==> src/rtl/vc_demux_ctrl.sv <==
// vc_demux_ctrl: drains the main FIFO and steers each word to VC0 or VC1
// according to bit VC_SEL_BIT of the word. A word whose target VC is paused
// is parked in a one-entry holding register until that VC accepts it.
// Optional push statistics are compiled in when VC_DEMUX_STATS_EN is defined;
// otherwise cnt_vc0/cnt_vc1 are tied to zero.
module vc_demux_ctrl #(
  parameter int DATA_SIZE  = 6,
  parameter int VC_SEL_BIT = 5,
  parameter int CNT_W      = 8
) (
  input  logic                 clk,
  input  logic                 reset_L,
  input  logic                 fifo_empty_main,
  input  logic [DATA_SIZE-1:0] data_demux_vc,
  input  logic                 pause_vc0,
  input  logic                 pause_vc1,
  output logic                 pop_main,
  output logic                 push_vc0,
  output logic                 push_vc1,
  output logic [DATA_SIZE-1:0] data_vc0,
  output logic [DATA_SIZE-1:0] data_vc1,
  output logic                 stall,
  output logic [CNT_W-1:0]     cnt_vc0,
  output logic [CNT_W-1:0]     cnt_vc1
);

  typedef enum logic [1:0] {
    ST_IDLE = 2'd0,
    ST_WAIT = 2'd1,
    ST_HOLD = 2'd2
  } state_t;

  state_t               state_q;
  state_t               state_d;
  logic [DATA_SIZE-1:0] hold_q;
  logic [DATA_SIZE-1:0] eval_word;
  logic                 eval_tgt;
  logic                 eval_paused;
  logic                 fire;
  logic                 pop;

  // Pick the word under evaluation (arriving word in WAIT, parked word in HOLD)
  always_comb begin
    eval_word = {DATA_SIZE{1'b0}};
    case (state_q)
      ST_WAIT: eval_word = data_demux_vc;
      ST_HOLD: eval_word = hold_q;
      default: eval_word = {DATA_SIZE{1'b0}};
    endcase
    eval_tgt = eval_word[VC_SEL_BIT];
    if (eval_tgt) begin
      eval_paused = pause_vc1;
    end else begin
      eval_paused = pause_vc0;
    end
  end

  // State register
  always_ff @(posedge clk) begin
    if (!reset_L) begin
      state_q <= ST_IDLE;
    end else begin
      state_q <= state_d;
    end
  end

  // Next-state logic; also decides whether a word fires and whether to pop
  always_comb begin
    state_d = state_q;
    pop     = 1'b0;
    fire    = 1'b0;
    case (state_q)
      ST_IDLE: begin
        pop = !fifo_empty_main;
        if (pop) begin
          state_d = ST_WAIT;
        end else begin
          state_d = ST_IDLE;
        end
      end
      ST_WAIT, ST_HOLD: begin
        if (!eval_paused) begin
          fire = 1'b1;
          pop  = !fifo_empty_main;
          if (pop) begin
            state_d = ST_WAIT;
          end else begin
            state_d = ST_IDLE;
          end
        end else begin
          pop     = 1'b0;
          state_d = ST_HOLD;
        end
      end
      default: begin
        state_d = ST_IDLE;
        pop     = 1'b0;
        fire    = 1'b0;
      end
    endcase
  end

  // Output decode: the pop strobe is suppressed while reset is asserted
  always_comb begin
    if (reset_L) begin
      pop_main = pop;
    end else begin
      pop_main = 1'b0;
    end
  end

  // Parking register, registered VC pushes/data and the HOLD status flag
  always_ff @(posedge clk) begin
    if (!reset_L) begin
      hold_q   <= {DATA_SIZE{1'b0}};
      push_vc0 <= 1'b0;
      push_vc1 <= 1'b0;
      data_vc0 <= {DATA_SIZE{1'b0}};
      data_vc1 <= {DATA_SIZE{1'b0}};
      stall    <= 1'b0;
    end else begin
      if ((state_q == ST_WAIT) && eval_paused) begin
        hold_q <= data_demux_vc;
      end else begin
        hold_q <= hold_q;
      end
      push_vc0 <= fire && !eval_tgt;
      push_vc1 <= fire && eval_tgt;
      if (fire && !eval_tgt) begin
        data_vc0 <= eval_word;
      end else begin
        data_vc0 <= data_vc0;
      end
      if (fire && eval_tgt) begin
        data_vc1 <= eval_word;
      end else begin
        data_vc1 <= data_vc1;
      end
      // stall mirrors "state is HOLD" in the cycle that state is entered
      stall <= (state_d == ST_HOLD);
    end
  end

`ifdef VC_DEMUX_STATS_EN
  // Push statistics counters, wrapping modulo 2^CNT_W
  always_ff @(posedge clk) begin
    if (!reset_L) begin
      cnt_vc0 <= {CNT_W{1'b0}};
      cnt_vc1 <= {CNT_W{1'b0}};
    end else begin
      if (push_vc0) begin
        cnt_vc0 <= cnt_vc0 + {{(CNT_W-1){1'b0}}, 1'b1};
      end else begin
        cnt_vc0 <= cnt_vc0;
      end
      if (push_vc1) begin
        cnt_vc1 <= cnt_vc1 + {{(CNT_W-1){1'b0}}, 1'b1};
      end else begin
        cnt_vc1 <= cnt_vc1;
      end
    end
  end
`else
  assign cnt_vc0 = {CNT_W{1'b0}};
  assign cnt_vc1 = {CNT_W{1'b0}};
`endif

endmodule

==> config.mk <==
export PLATFORM = sky130hd
export DESIGN_NAME = vc_demux_ctrl
export DESIGN_NICKNAME = d
export VERILOG_FILES = /design/src/rtl/vc_demux_ctrl.sv
export SDC_FILE = /design/constraint.sdc
export NUM_CORES = 1
export LEC_CHECK = 0
export ABC_AREA = 1
export BUFFER_PORTS_ARGS = -buffer_cell sky130_fd_sc_hd__buf_2
export CORE_MARGIN = 2
export CORE_UTILIZATION = 48
export DETAILED_ROUTE_END_ITERATION = 6
export GPL_TIMING_DRIVEN = 0
export PLACE_DENSITY_LB_ADDON = 0.1
export SETUP_SLACK_MARGIN = 0.4
export SKIP_LAST_GASP = 1
export SYNTH_ARGS = -nofsm -noshare
export SYNTH_HDL_FRONTEND = slang
export SYNTH_SLANG_ARGS = --single-unit
==> constraint.sdc <==
create_clock -name clk -period 2.06 [get_ports clk]
set_clock_uncertainty 0.15 [all_clocks]
set_input_delay 0.206 -clock clk [delete_from_list [all_inputs] [get_ports clk]]
set_output_delay 0.206 -clock clk [all_outputs]
set_load 0.01 [all_outputs]
==> qor.yml <==
worst-setup-path-type: "reg2out"
ys_ff_latch: 23
power_density_mw_per_mm2: 530
grt_max_degree: 14
fin_hold_ws_ps: 55.5
hold_viol: 0
drive_above_1_share_pct: 42.3
rr_startpoint: "state_q[1]$_SDFF_PN0_"
grt_pass1_wl_mm: 4.20
yosysWarnings: 0
dp_slack_ps: 176
area_growth_pct: 42.2
place_congestion: 0.849
via_per_inst: 4.67
syn_avg_cell_area_um2: 7.83
pin_count: 43
cp.arrival_ps: 1700
clockRootBuffer: "clkbuf_4"
wl_per_cell_um: 11.4
vias: 1101
dieArea_mm2: 0.00284
antenna_found_initial: 0
synth_area_mm2: 0.00117
fillers: 189
cts_tree: "yes"
cts.sinks: 23
rr_endpoint: "hold_q[5]$_SDFFE_PN0P_"
cp_max_fo: 5
port_buffers: 26
final_common_cell: "buf_4"
syn_inst: 149
dieHeight_um: 53.3
peakVddDrop_v: 0.000397
wl_mm: 2.70
min_period_over_period_pct: 99.8
ant_nets: 0
clk_pin_slew_ps: 130
hold_class: "in2reg"
hold_end: "data_vc1[0]$_SDFFE_PN0P_"
drt_iter0_markers: 21
clock_path_buffers: 2
endpoint_kind: "output port"
dp_hpwl_mm: 1.76
whs_path_depth: 3
core_mm2: 0.00225
fin_crit_ps: 2060
yosysUniqueCellTypes: 21
setup_violations: 0
cts_buffers: 3
maxSlewViolCount: 0
fp.dieW_um: 53.3
htree_levels: 1
start_kind: "register"
final_cell_mix: "buf_4 (27), buf_2 (25), inv_1 (21), dfxtp_1 (21), nand2_1 (19)"
antennaDiodeCount: 0
power_leakage_nw: 0.885
p_total_mw: 0.879
dr.pass1.iters: 4
grt_usage_pct: 19.8
yosysSeqAreaShare_pct: 39.5
fmax_mhz: 486
worst_hold_startpoint: "reset_L"
regToRegSetupSlack_ps: 330
rsz0062_at_grt: "true"
outcome: "finished, final reports clean"
worstPathRequired_ps: 1700
grt-ovfl-total: 0
route.detailed.drc: 0
rows: 17
worstSkewPairLatency_ps: 310
initial_utilization_pct: 51.7
drv_cap: 0
worst_r2r_path_depth: 13
nets: 224
grt_pass1_vias: 997
finalWorstSetupSlack_ps: 4.14
hold_buffers: 0
-- cells by family after synthesis --
kind of cell	share of synthesized area, %
buffers and inverters	21.6
AND/OR/NAND/NOR	26.2
flip-flops	39.5
other	0.322
AO/OA/AOI/OAI	8.15
adder cells (fa/ha/maj)	4.29
-- worst max-delay path by stage --
stage | startpoint | end | slack, ps
CTS | state_q[0]$_SDFF_PN0_ | pop_main | 80
detailed placement | state_q[0]$_SDFF_PN0_ | pop_main | 180
global placement | state_q[0]$_SDFF_PN0_ | pop_main | 210
finish | state_q[0]$_SDFF_PN0_ | pop_main | 4
floorplan | state_q[1]$_SDFF_PN0_ | pop_main | 400
global route | state_q[1]$_SDFF_PN0_ | pop_main | -70
-- synth_stat cells (all sizes together) --
cell / number / share of area [%]
nand3: 8 / 5.4
conb: 1 / 0.32
dfxtp: 23 / 39
nor2: 11 / 3.5
clkinv: 1 / 0.32
ha: 4 / 4.3
nand2: 29 / 12
o22ai: 4 / 2.1
a21oi: 7 / 3.0
nand3b: 2 / 1.6
o21ai: 7 / 3.0
nand4: 7 / 3.8
inv: 25 / 8.0
buf: 19 / 13
clkbuf: 1 / 0.32
-- routing by layer --
metal | global-route usage [%] | wire length [µm] | vias up
li1 | - | - | 558
met4 | 6.84 | 25 | 0
met2 | 35.2 | 1410 | 40
met1 | 24.1 | 1120 | 499
met5 | 0 | 0 | -
met3 | 2.82 | 151 | 4
-- worst max-delay path, stage by stage (launching register included) --
cell and delay (ps):
dfxtp_4 400, inv_4 50, ha_4 320, nand3_4 90, buf_6 130, nand3b_4 80, nand2_4 60, nor2_4 120
buf_6 120
-- power breakdown --
| group | switching (mW) | internal (mW) | total (mW) |
|---|---|---|---|
| sequential | 0.00820 | 0.458 | 0.466 |
| combinational | 0.108 | 0.0936 | 0.202 |
| clock | 0.138 | 0.0725 | 0.211 |
| total | 0.255 | 0.624 | 0.879 |
-- sequential cells by signal, indices dropped and copies added, names as in the netlist --
signal    flops
data_vc1      6
push_vc0      1
push_vc1      1
hold_q        6
stall         1
state_q       2
data_vc0      6
-- timing repair --
item	4_1_cts	5_1_grt
resized for setup	13	15
setup buffers	10	4
endpoints found under the setup margin	6	11
endpoints found under the hold margin	0	0
gates cloned	0	0
pin swaps	8	6
-- stage by stage --
stage / TNS, ps / util [%] / cell area (µm²) / instances
CTS: 0 / 69.4 / 1560 / 232
global route: -73.0 / 73.5 / 1660 / 236
global placement: 0 / 62.6 / 1410 / 218
floorplan: 0 / - / 1250 / 164
finish: 0 / 73.5 / 1660 / 236
detailed placement: 0 / 62.6 / 1410 / 218
-- cell type report --
cell class                 count  area (µm²)  share of cell area, %
buffer                        20         158                   9.51
tap                           28        35.0                   2.11
timing repair buffer          40         253                   15.2
sequential                    23         468                   28.2
multi-input combinational     95         614                   37.1
clock inverter                 1        5.00                  0.302
clock buffer                   3        22.5                   1.36
inverter                      26         103                   6.19
(Power assumes the default switching activity.)
